`src/rtl/adc082s101_responder.sv`:
```
// ADC082S101 serial-port responder: serves 8-bit samples from two channels
// to an SPI initiator and decodes its control byte, all on oversampled lines.
module adc082s101_responder #(
    parameter int BYTE_W      = 8,
    parameter int FRAME_W     = 16,
    parameter int LEAD_ZEROS  = 4,
    parameter int SYNC_STAGES = 2
) (
    input  logic              sys_clk,
    input  logic              rst,
    input  logic              en,
    input  logic              ser_clk,
    input  logic              CSN,
    input  logic              SDI,
    input  logic [BYTE_W-1:0] CH0_DATA,
    input  logic [BYTE_W-1:0] CH1_DATA,
    output logic              SDO,
    output logic              SDO_OE,
    output logic [BYTE_W-1:0] CTRL_WORD,
    output logic              CTRL_VALID,
    output logic              FRAME_DONE,
    output logic              FRAME_ERR,
    output logic              ACTIVE_CH
);

    localparam int TRAIL = FRAME_W - LEAD_ZEROS - BYTE_W;
    localparam int CW    = $clog2(FRAME_W + 1);
    localparam logic [CW-1:0] LAST_BIT = CW'(FRAME_W - 1);
    localparam logic [CW-1:0] CTRL_BITS = CW'(BYTE_W);

    typedef enum logic [1:0] {IDLE, LOAD, SHIFT, ABORT} state_t;

    logic [SYNC_STAGES-1:0] clk_sync;
    logic [SYNC_STAGES-1:0] csn_sync;
    logic [SYNC_STAGES-1:0] sdi_sync;
    logic [SYNC_STAGES-1:0] warm_sr;
    logic [1:0]             clk_hist;

    state_t              state;
    logic [CW-1:0]       bit_ctr;
    logic [FRAME_W-1:0]  frame_sr;
    logic [BYTE_W-1:0]   ctrl_sr;
    logic                armed;
    logic                reload_pend;

    logic                csn_s;
    logic                sdi_s;
    logic                warm;
    logic                rise;
    logic                fall;
    logic [FRAME_W-1:0]  load_word;
    logic [FRAME_W-1:0]  reload_word;

    function automatic logic [FRAME_W-1:0] frame_of(input logic [BYTE_W-1:0] s);
        frame_of = {{(FRAME_W - BYTE_W){1'b0}}, s} << TRAIL;
    endfunction

    assign csn_s       = csn_sync[SYNC_STAGES-1];
    assign sdi_s       = sdi_sync[SYNC_STAGES-1];
    assign warm        = warm_sr[SYNC_STAGES-1];
    assign rise        = (clk_hist == 2'b01);
    assign fall        = (clk_hist == 2'b10);
    assign load_word   = frame_of(ACTIVE_CH ? CH1_DATA : CH0_DATA);
    assign reload_word = frame_of(ctrl_sr[3] ? CH1_DATA : CH0_DATA);

    always_ff @(posedge sys_clk) begin
        if (rst) begin
            clk_sync <= '0;
            csn_sync <= '1;
            sdi_sync <= '0;
            warm_sr  <= '0;
            clk_hist <= 2'b00;
        end else begin
            clk_sync <= {clk_sync[SYNC_STAGES-2:0], ser_clk};
            csn_sync <= {csn_sync[SYNC_STAGES-2:0], CSN};
            sdi_sync <= {sdi_sync[SYNC_STAGES-2:0], SDI};
            warm_sr  <= {warm_sr[SYNC_STAGES-2:0], 1'b1};
            clk_hist <= {clk_hist[0], clk_sync[SYNC_STAGES-1]};
        end
    end

    always_ff @(posedge sys_clk) begin
        if (rst) begin
            state       <= IDLE;
            SDO         <= 1'b0;
            SDO_OE      <= 1'b0;
            CTRL_WORD   <= '0;
            CTRL_VALID  <= 1'b0;
            FRAME_DONE  <= 1'b0;
            FRAME_ERR   <= 1'b0;
            ACTIVE_CH   <= 1'b0;
            bit_ctr     <= '0;
            frame_sr    <= '0;
            ctrl_sr     <= '0;
            armed       <= 1'b0;
            reload_pend <= 1'b0;
        end else begin
            CTRL_VALID <= 1'b0;
            FRAME_DONE <= 1'b0;
            FRAME_ERR  <= 1'b0;
            unique case (state)
                IDLE: begin
                    SDO    <= 1'b0;
                    SDO_OE <= 1'b0;
                    // A start needs a real high level seen first, so a CSN
                    // already low at reset release or enable is not a start.
                    if (csn_s) begin
                        armed <= warm;
                    end else if (!en) begin
                        armed <= 1'b0;
                    end else if (armed) begin
                        armed <= 1'b0;
                        state <= LOAD;
                    end
                end
                LOAD: begin
                    frame_sr    <= load_word;
                    SDO         <= load_word[FRAME_W-1];
                    SDO_OE      <= 1'b1;
                    bit_ctr     <= '0;
                    reload_pend <= 1'b0;
                    state       <= SHIFT;
                end
                SHIFT: begin
                    if (csn_s) begin
                        bit_ctr     <= '0;
                        reload_pend <= 1'b0;
                        if (bit_ctr != '0) begin
                            FRAME_ERR <= 1'b1;
                            state     <= ABORT;
                        end else begin
                            SDO    <= 1'b0;
                            SDO_OE <= 1'b0;
                            state  <= IDLE;
                        end
                    end else if (rise) begin
                        if (bit_ctr == LAST_BIT) begin
                            FRAME_DONE  <= 1'b1;
                            CTRL_VALID  <= 1'b1;
                            CTRL_WORD   <= ctrl_sr;
                            ACTIVE_CH   <= ctrl_sr[3];
                            bit_ctr     <= '0;
                            frame_sr    <= reload_word;
                            reload_pend <= 1'b1;
                        end else begin
                            bit_ctr <= bit_ctr + CW'(1);
                            if (bit_ctr < CTRL_BITS)
                                ctrl_sr <= {ctrl_sr[BYTE_W-2:0], sdi_s};
                        end
                    end else if (fall) begin
                        // The fall after a back-to-back reload presents the new MSB.
                        if (reload_pend) begin
                            SDO         <= frame_sr[FRAME_W-1];
                            reload_pend <= 1'b0;
                        end else if (bit_ctr != '0) begin
                            frame_sr <= frame_sr << 1;
                            SDO      <= frame_sr[FRAME_W-2];
                        end
                    end
                end
                ABORT: begin
                    SDO    <= 1'b0;
                    SDO_OE <= 1'b0;
                    state  <= IDLE;
                end
                default: state <= IDLE;
            endcase
        end
    end

endmodule
```
`config.mk`:
```
export PLATFORM = sky130hd
export DESIGN_NAME = adc082s101_responder
export DESIGN_NICKNAME = d
export VERILOG_FILES = /design/src/rtl/adc082s101_responder.sv
export SDC_FILE = /design/constraint.sdc
export NUM_CORES = 1
export LEC_CHECK = 0
export ABC_AREA = 1
export CAP_MARGIN = 20
export CELL_PAD_IN_SITES_DETAIL_PLACEMENT = 1
export CELL_PAD_IN_SITES_GLOBAL_PLACEMENT = 1
export CORE_AREA = 5 5 91 93
export CTS_CLUSTER_SIZE = 40
export DETAILED_ROUTE_END_ITERATION = 6
export DIE_AREA = 0 0 96 98
export HOLD_SLACK_MARGIN = 0.03
export PLACE_DENSITY_LB_ADDON = 0.1
export RECOVER_POWER = 100
export SKIP_CTS_REPAIR_TIMING = 1
export SYNTH_ARGS = -nofsm -noshare
export SYNTH_HDL_FRONTEND = slang
export SYNTH_SLANG_ARGS = --single-unit
```
`constraint.sdc`:
```
create_clock -name sys_clk -period 1.65 [get_ports sys_clk]
set_clock_uncertainty 0.15 [all_clocks]
set_input_delay 0.33 -clock sys_clk [delete_from_list [all_inputs] [get_ports sys_clk]]
set_output_delay 0.33 -clock sys_clk [all_outputs]
set_load 0.05 [all_outputs]
```
==> results.sh, run 1 <==
export IMPL_status="finished with violations"
export IMPL_violations="negative setup slack"
export IMPL_h_tree_depth=2
export IMPL_via_per_inst=4.61
export IMPL_drive_above_1_share_pct=26.7
export IMPL_arrival_ps=1750
export IMPL_avgSynthCellArea_sq_um=7.25
export IMPL_critical_path_most_common_cell="nor2_4"
export IMPL_slew_headroom_pct=76.9
export IMPL_net_switching_power_w=0.00133
export IMPL_cts_sinks=51
export IMPL_overflow=0
export IMPL_ys_seq_elements=51
export IMPL_coreArea_sq_um=7450
export IMPL_end_kind="register"
export IMPL_finalHoldViolations=0
export IMPL_gr_usage_all_layers_pct=14.1
export IMPL_setup_viol=1
export IMPL_hold_path_class="reg -> reg"
export IMPL_dp_hpwl_microns=4700
export IMPL_dieWidth_microns=96
export IMPL_clkPwrFrac_pct=21.4
export IMPL_wirelength_microns=6710
export IMPL_routabilityCongestion=0.728
export IMPL_r2r_end="frame_sr[8]"
export IMPL_ios=36
export IMPL_register_area_sq_um=1030
export IMPL_synth_async_sr_flop_share_pct=0
export IMPL_wire_per_inst_microns=13.3
export IMPL_clockBufferDepth=2
export IMPL_cts_clk_slew_worst_paths_ps=100
export IMPL_drtIter0Drc=23
export IMPL_layout_common_cells="nor2_1 (68), nand2_1 (54), dfxtp_1 (45), inv_1 (35), o21ai_0 (24)"
export IMPL_initial_utilization_pct=33.6
export IMPL_cts_tree="yes"
export IMPL_worstSetupStartpoint="clk_hist[0]"
export IMPL_start_kind="register"
export IMPL_drc=0
export IMPL_cts_root_buf="clkbuf_8"
export IMPL_crit_fanout=7
export IMPL_crit_required_ps=1740
export IMPL_ff2ff_setup_slack_ps=-3
export IMPL_dieArea_sq_um=9410
export IMPL_mostFrequentLayoutCell="nor2_1"
export IMPL_combPwrFrac_pct=38.7
export IMPL_grt_max_degree=35
export IMPL_fmax_ghz=0.605
export IMPL_drt_first_pass_iters=4
export IMPL_r2r_start="clk_hist[0]"
export IMPL_numCtsBuffers=5
export IMPL_rsz0062_at_grt="yes"
export IMPL_tns_ps=-2.98
export IMPL_seq_area_frac_synth_pct=40.8
export IMPL_diodes=0
export IMPL_floorplan_rows=32
export IMPL_leakagePower_nw=1.51
export IMPL_synth_nets=376
export IMPL_grt_pass1_wl_microns=10600
export IMPL_synthDistinctLibCells=34
export IMPL_syn_cell_area_sq_um=2500
export IMPL_layout_setup_ws_ps=-2.98
export IMPL_nets=434
export IMPL_hold_depth=2
export IMPL_fillers=912
export IMPL_swShare_pct=37.3
export IMPL_vias=2335
export IMPL_multiInputGateArea_sq_um=1430
export IMPL_antenna_found_initial=0
export IMPL_p_per_area_nw_per_um2=993
export IMPL_period_share_pct=100
export IMPL_critical_path_n_buffers_inverters=2
export IMPL_critical_path_max_stage_delay_ps=350
export IMPL_crit_type="reg -> reg"
export IMPL_period_minus_slack_ps=1650
export IMPL_synth_edff_count=0
export IMPL_instances_no_fill=506
export IMPL_r2r_cells=10
export IMPL_synth_flop_cell="dfxtp_1"
export IMPL_vdd_drop_max_uv=561
export IMPL_crit_family="simple AND/OR/NAND/NOR gates"
export IMPL_synth_warnings=0
export IMPL_worstHoldStart="warm_sr[0]"
export IMPL_drv_cap=0
export IMPL_antenna_left=0
export IMPL_slowest_stage="dfxtp_2"
export IMPL_port_buffers=35
export IMPL_cp_cell_sequence="inv_2 -> ha_4 -> nor2_4 -> nor2_2 -> nor2_4 -> buf_6 -> nand3_4 -> nand2_2 -> nand2_1 -> nor2_1"
export IMPL_seqPwrFrac_pct=40.0
export IMPL_areaGrowthSynthToFinish_pct=43.7
export IMPL_holdPathEnd="warm_sr[1]"
export IMPL_report_final_slew_viol_count=0
export IMPL_syn_inst=345
export IMPL_worst_slew_pin_slew_ps=346
export IMPL_grt_pass1_vias=2310
export IMPL_die_y_microns=98
export IMPL_insertion_delay_ps=310
export IMPL_dpl_cell_count=489
export IMPL_p_int_w=0.00224
## how the worst max path moves through the flow
stage                    to  slack [ps]  depth (start not counted)
2_1_floorplan  frame_sr[10]          30                          6
3_3_place_gp   frame_sr[11]         -30                          9
3_5_place_dp   frame_sr[11]         -70                          9
4_1_cts        frame_sr[11]        -110                          9
5_1_grt         frame_sr[8]        -120                         10
6_report        frame_sr[8]          -3                         10
## per-layer routing
metal  part of all wire [%]  GRT usage, %  wire length, microns  vias to the layer above
met5                      0             0                     0                        -
met4                    1.0          3.28                    68                        0
met3                    2.1          2.62                   142                        4
met2                     51          24.3                  3400                       25
met1                     46          18.0                  3110                     1099
li1                       -             -                     -                     1207
## state kept, by name, indices dropped and copies added (netlist names)
register and cells:
state 2, FRAME_DONE 1, SDO 1, bit_ctr 5
reload_pend 1, FRAME_ERR 1, frame_sr 12, SDO_OE 1
armed 1, csn_sync 2, clk_sync 2, CTRL_WORD 8
clk_hist 2, sdi_sync 2, warm_sr 2, ctrl_sr 8
## cell type report
type,instances,area share (%)
well taps,102,3.55
inverters,48,5.43
clock buffers,5,1.91
repair buffers,59,19.9
multi-input cells,238,39.9
clock inverters,3,0.627
flip-flops and latches,51,28.7
## cells by family (layout without fill, tap and decap cells)
logic type                 Yosys count  count (layout)  share of synthesized area [%]
buffers and inverters               59             115                           10.1
AOI/OAI and AO/OA                   59              59                           13.8
xor gates and xnor gates             1               1                          0.350
and+or+nand+nor                    166             169                           30.4
DFF                                 51              51                           40.8
adders and majority gates            9               9                           4.50
## stage by stage
stage / hold WS, ps / setup slack, ps / area (sq um) / power, W / util, %
floorplan: 238 / 29.4 / 2500 / 0.00220 / -
global placement: 241 / -27.0 / 3230 / 0.00250 / 43.4
detailed placement: 248 / -73.2 / 3230 / 0.00253 / 43.4
CTS: 265 / -110 / 3320 / 0.00331 / 44.6
global route: 297 / -121 / 3590 / 0.00384 / 48.3
finish: 262 / -2.98 / 3590 / 0.00357 / 48.3
## power by group through the flow
stage	logic, W	registers [W]	clock network [W]
6_report	0.00138	0.00143	0.000763
5_1_grt	0.00156	0.00144	0.000841
4_1_cts	0.00110	0.00141	0.000797
3_5_place_dp	0.00110	0.00143	0
3_3_place_gp	0.00107	0.00143	0
2_1_floorplan	0.000756	0.00145	0
## synth_stat cells, types with 2 or more instances
cell      count  area [sq um]
nor2_1       72           270
clkbuf_1      3          11.3
buf_4         3          22.5
nor2_4        4          45.0
buf_2         3          15.0
nor3_1        2          10.0
o21ai_0      24           120
inv_1        40           150
nand2_2       5          31.3
or2_2         2          12.5
nand3_1       9          45.0
nand4_1       2          12.5
dfxtp_1      51          1020
ha_1          9           113
a21oi_1      13          65.1
nand2_1      63           236
inv_2         5          18.8
o211ai_1     16           120
nand2_4       3          33.8
a211oi_1      2          15.0
## worst reg2reg max path, stage by stage (launching register included)
cell,delay [ps]
dfxtp_2,350
inv_2,50
ha_4,220
nor2_4,100
nor2_2,60
nor2_4,150
buf_6,140
nand3_4,130
nand2_2,90
nand2_1,50
nor2_1,120
Power figures use the tool's default switching activity.
==> run 2: changes to the inputs <==
--- a/config.mk
+++ b/config.mk
@@ -16,6 +16,7 @@
 export HOLD_SLACK_MARGIN = 0.03
 export PLACE_DENSITY_LB_ADDON = 0.1
 export RECOVER_POWER = 100
+export REMOVE_ABC_BUFFERS = 1
 export SKIP_CTS_REPAIR_TIMING = 1
 export SYNTH_ARGS = -nofsm -noshare
 export SYNTH_HDL_FRONTEND = slang
==> results.sh, run 2 (synthesized netlist as in run 1, its figures left out) <==
export IMPL_leakagePower_nw=1.55
export IMPL_arrival_ps=1730
export IMPL_crit_fanout=4
export IMPL_fillers=923
export IMPL_nets=437
export IMPL_setup_viol=0
export IMPL_dieArea_sq_um=9410
export IMPL_mostFrequentLayoutCell="nor2_1"
export IMPL_dp_hpwl_microns=4720
export IMPL_register_area_sq_um=1030
export IMPL_end_kind="register"
export IMPL_worst_slew_pin_slew_ps=278
export IMPL_cts_clk_slew_worst_paths_ps=100
export IMPL_net_switching_power_w=0.00134
export IMPL_largest_reg_flops=12
export IMPL_floorplan_rows=32
export IMPL_worstSetupStartpoint="clk_hist[0]"
export IMPL_clockBufferDepth=2
export IMPL_grt_pass1_wl_microns=11000
export IMPL_fmax_ghz=0.617
export IMPL_layout_common_cells="nor2_1 (66), nand2_1 (59), dfxtp_1 (44), inv_1 (34), o21ai_0 (23)"
export IMPL_diodes=0
export IMPL_grt_util_met3_pct=3.16
export IMPL_antenna_found_initial=0
export IMPL_p_per_area_nw_per_um2=988
export IMPL_top_regs="frame_sr: 12 flops, CTRL_WORD: 8 flops, ctrl_sr: 8 flops"
export IMPL_grt_use_met2_pct=24.4
export IMPL_antenna_left=0
export IMPL_instances_no_fill=509
export IMPL_overflow=0
export IMPL_slew_headroom_pct=81.5
export IMPL_wirelength_microns=6530
export IMPL_swShare_pct=37.4
export IMPL_worstHoldStart="warm_sr[0]"
export IMPL_grt_busiest_layer="met2"
export IMPL_drt_first_pass_iters=4
export IMPL_numCtsBuffers=5
export IMPL_coreArea_sq_um=7450
export IMPL_dpl_cell_count=496
export IMPL_hold_path_class="reg -> reg"
export IMPL_r2r_start="clk_hist[0]"
export IMPL_insertion_delay_ps=310
export IMPL_dieWidth_microns=96
export IMPL_grt_pass1_vias=2464
export IMPL_finalHoldViolations=0
export IMPL_via_per_inst=4.60
export IMPL_use_met1_pct=18.5
export IMPL_wire_per_inst_microns=12.8
export IMPL_start_kind="register"
export IMPL_drtIter0Drc=46
export IMPL_ff2ff_setup_slack_ps=30
export IMPL_crit_type="reg -> reg"
export IMPL_rsz0062_at_grt="yes"
export IMPL_initial_utilization_pct=33.6
export IMPL_vdd_drop_max_uv=376
export IMPL_h_tree_depth=2
export IMPL_grt_max_degree=35
export IMPL_report_final_slew_viol_count=0
export IMPL_cts_sinks=51
export IMPL_multiInputGateArea_sq_um=1400
export IMPL_clkPwrFrac_pct=21.4
export IMPL_ios=36
export IMPL_cts_root_buf="clkbuf_8"
export IMPL_gr_usage_all_layers_pct=14.5
export IMPL_combPwrFrac_pct=38.9
export IMPL_die_y_microns=98
export IMPL_vias=2343
export IMPL_areaGrowthSynthToFinish_pct=44.3
export IMPL_status="completed"
export IMPL_top_register="frame_sr"
export IMPL_p_int_w=0.00223
export IMPL_period_share_pct=98.2
export IMPL_port_buffers=35
export IMPL_cts_tree="yes"
export IMPL_period_minus_slack_ps=1620
export IMPL_crit_required_ps=1760
export IMPL_drc=0
export IMPL_whs_ps=257
export IMPL_seqPwrFrac_pct=39.7
export IMPL_drive_above_1_share_pct=27.0
export IMPL_drv_cap=0
export IMPL_routabilityCongestion=0.822
[run 2: critical path: stages (launching register included)]
cell,delay [ps]
dfxtp_2,350
buf_4,100
ha_2,200
nand2_4,70
clkinv_4,80
nand2_8,70
buf_4,130
nor2_1,140
inv_1,90
nand2_1,60
nand3_1,60
nand2_1,50
[run 2: worst paths after layout]
check | to | cells after the start
max | reload_pend | 11
min | warm_sr[1] | 2
max reg2reg | reload_pend | 11
min reg2reg | warm_sr[1] | 2
[run 2: layer usage]
metal | routed length [microns] | up-vias
met2 | 3160 | 29
li1 | - | 1214
met1 | 3120 | 1093
met3 | 182 | 7
met4 | 66 | 0
met5 | 0 | -
[run 2: power groups by stage]
| stage | Clock [W] | Combinational [W] | Sequential, W |
|---|---|---|---|
| 3_3_place_gp | 0 | 0.00109 | 0.00143 |
| 3_5_place_dp | 0 | 0.00114 | 0.00143 |
| 6_report | 0.000764 | 0.00139 | 0.00142 |
| 2_1_floorplan | 0 | 0.000705 | 0.00145 |
| 4_1_cts | 0.000799 | 0.00114 | 0.00141 |
| 5_1_grt | 0.000842 | 0.00156 | 0.00143 |
[run 2: layout make-up]
| type | instances | area share (%) |
|---|---|---|
| Timing Repair Buffer | 63 | 21.2 |
| Inverter | 48 | 5.41 |
| Tap cell | 102 | 3.53 |
| Clock inverter | 3 | 0.624 |
| Multi-Input combinational cell | 237 | 38.7 |
| Sequential cell | 51 | 28.6 |
| Clock buffer | 5 | 1.91 |
[run 2: metrics by stage]
| stage | util (%) | total power (W) | instance area (sq um) | setup TNS [ps] | worst slack (ps) |
|---|---|---|---|---|---|
| 2_1_floorplan | - | 0.00215 | 2440 | -2570 | -315 |
| 3_3_place_gp | 44.2 | 0.00252 | 3290 | -156 | -21.6 |
| 3_5_place_dp | 44.2 | 0.00257 | 3290 | -1170 | -80.1 |
| 4_1_cts | 45.5 | 0.00335 | 3390 | -1800 | -97.3 |
| 5_1_grt | 48.5 | 0.00384 | 3610 | -950 | -91.8 |
| 6_report | 48.5 | 0.00357 | 3610 | 0 | 29.7 |
==> run 3: changes to the inputs <==
--- a/config.mk
+++ b/config.mk
@@ -9,10 +9,10 @@
 export CAP_MARGIN = 20
 export CELL_PAD_IN_SITES_DETAIL_PLACEMENT = 1
 export CELL_PAD_IN_SITES_GLOBAL_PLACEMENT = 1
-export CORE_AREA = 5 5 91 93
+export CORE_AREA = 5 5 84 86
 export CTS_CLUSTER_SIZE = 40
 export DETAILED_ROUTE_END_ITERATION = 6
-export DIE_AREA = 0 0 96 98
+export DIE_AREA = 0 0 89 91
 export HOLD_SLACK_MARGIN = 0.03
 export PLACE_DENSITY_LB_ADDON = 0.1
 export RECOVER_POWER = 100
==> constraint.sdc (replaced) <==
create_clock -name sys_clk -period 1.95 [get_ports sys_clk]
set_clock_uncertainty 0.15 [all_clocks]
set_input_delay 0.39 -clock sys_clk [delete_from_list [all_inputs] [get_ports sys_clk]]
set_output_delay 0.39 -clock sys_clk [all_outputs]
set_load 0.05 [all_outputs]
==> results.sh, run 3 (synthesized netlist as in run 1, its figures left out) <==
export IMPL_die_y_microns=91
export IMPL_critPathCapture="frame_sr[14]"
export IMPL_areaGrowthSynthToFinish_pct=21.2
export IMPL_dieWidth_microns=89
export IMPL_port_buffers=35
export IMPL_fin_area_sq_um=3030
export IMPL_status="completed"
export IMPL_drv_cap=0
export IMPL_cts_root_buf="clkbuf_8"
export IMPL_fillers=814
export IMPL_r2r_start="state[0]"
export IMPL_p_per_area_nw_per_um2=935
export IMPL_ff2ff_setup_slack_ps=120
export IMPL_slew_headroom_pct=59.9
export IMPL_wirelength_microns=6070
export IMPL_drive_above_1_share_pct=11.4
export IMPL_largest_reg_flops=12
export IMPL_worst_slew_pin_slew_ps=605
export IMPL_dp_hpwl_microns=4600
export IMPL_crit_type="reg -> reg"
export IMPL_antenna_left=0
export IMPL_start_kind="register"
export IMPL_r2r_cells=9
export IMPL_mostFrequentLayoutCell="nor2_1"
export IMPL_crit_required_ps=2050
export IMPL_worstSetupStartpoint="state[0]"
export IMPL_clockBufferDepth=2
export IMPL_multiInputGateArea_sq_um=1250
export IMPL_fmax_ghz=0.545
export IMPL_ios=36
export IMPL_overflow=0
export IMPL_h_tree_depth=2
export IMPL_grt_pass1_vias=2358
export IMPL_period_minus_slack_ps=1830
export IMPL_vias=2236
export IMPL_gr_usage_all_layers_pct=15.7
export IMPL_top_regs="frame_sr: 12 flops, CTRL_WORD: 8 flops, ctrl_sr: 8 flops"
export IMPL_initial_utilization_pct=40.3
export IMPL_drt_first_pass_iters=6
export IMPL_layout_common_cells="nor2_1 (72), nand2_1 (63), dfxtp_1 (51), inv_1 (40), o21ai_0 (23)"
export IMPL_crit_fanout=6
export IMPL_tns_ps=0
export IMPL_insertion_delay_ps=300
export IMPL_grt_max_degree=35
export IMPL_hold_path_class="reg -> reg"
export IMPL_setup_viol=0
export IMPL_instances_no_fill=462
export IMPL_rsz0062_at_grt="yes"
export IMPL_period_share_pct=94.1
export IMPL_hold_depth=2
export IMPL_coreArea_sq_um=6200
export IMPL_r2r_end="frame_sr[14]"
export IMPL_routabilityCongestion=0.787
export IMPL_top_register="frame_sr"
export IMPL_vdd_drop_max_uv=387
export IMPL_nets=415
export IMPL_leakagePower_nw=1.33
export IMPL_place_area_sq_um=2940
export IMPL_drc=0
export IMPL_arrival_ps=1930
export IMPL_finalHoldViolations=0
export IMPL_register_area_sq_um=1020
export IMPL_dieArea_sq_um=8100
export IMPL_end_kind="register"
export IMPL_dpl_cell_count=453
export IMPL_wire_per_inst_microns=13.1
export IMPL_grt_pass1_wl_microns=10400
export IMPL_floorplan_rows=29
export IMPL_numCtsBuffers=5
export IMPL_report_final_slew_viol_count=0
export IMPL_via_per_inst=4.84
export IMPL_diodes=0
export IMPL_drtIter0Drc=71
export IMPL_cts_tree="yes"
export IMPL_antenna_found_initial=0
export IMPL_cts_clk_slew_worst_paths_ps=90
export IMPL_cts_sinks=51
## run 3: changes by cell type in the layout (fill, tap and decap cells not counted), moves of 6 or more
cell	delta
buf_12	-15
buf_4	-15
clkbuf_1	+13
dfxtp_1	+7
dfxtp_2	-6
inv_1	+6
nor2_1	+6
## run 3: worst min path at each step
stage | from | slack [ps] | end
floorplan | clk_sync[1] | 240 | clk_hist[0]
global placement | warm_sr[0] | 240 | warm_sr[1]
detailed placement | csn_sync[0] | 250 | csn_sync[1]
CTS | sdi_sync[0] | 260 | sdi_sync[1]
global route | warm_sr[0] | 280 | warm_sr[1]
finish | warm_sr[0] | 260 | warm_sr[1]
## run 3: power breakdown
group / leakage [nW] / internal, W / switching (W) / total (W)
sequential: 0.415 / 0.00114 / 0.0000514 / 0.00119
combinational: 0.849 / 0.000306 / 0.000553 / 0.000859
clock: 0.0618 / 0.000422 / 0.000362 / 0.000784
total: 1.33 / 0.00187 / 0.000966 / 0.00283
## run 3: stage by stage
| stage | worst slack [ps] | hold WS [ps] | power, W | utilization (%) |
|---|---|---|---|---|
| 2_1_floorplan | -15.3 | 238 | 0.00182 | - |
| 3_3_place_gp | 127 | 241 | 0.00203 | 47.4 |
| 3_5_place_dp | -8.49 | 249 | 0.00207 | 47.4 |
| 4_1_cts | -21.9 | 262 | 0.00287 | 49.3 |
| 5_1_grt | -8.86 | 281 | 0.00307 | 48.9 |
| 6_report | 115 | 259 | 0.00283 | 48.9 |
## run 3: routing by layer
layer | GRT usage [%] | wire length (microns) | part of all wire (%)
met1 | 20.1 | 2880 | 47
met2 | 26.3 | 2850 | 47
met3 | 2.99 | 195 | 3.2
met4 | 5.33 | 145 | 2.4
met5 | 0 | 0 | 0
## run 3: final cells by class
cell class                      instances  area share [%]
Multi-Input combinational cell        236            41.1
Sequential cell                        51            33.7
Timing Repair Buffer                   42            11.8
Inverter                               48            6.23
Tap cell                               77            3.18
Clock buffer                            6            2.72
Clock inverter                          2            1.28
## run 3: worst max-delay path, stage by stage, from the launching register on
cell     delay, ps
dfxtp_1        390
inv_1          120
ha_2           270
inv_2          120
nor2_1          60
nor2_2         170
nand2_2        120
nor2_2         210
nor2_1          60
nor2_1         100
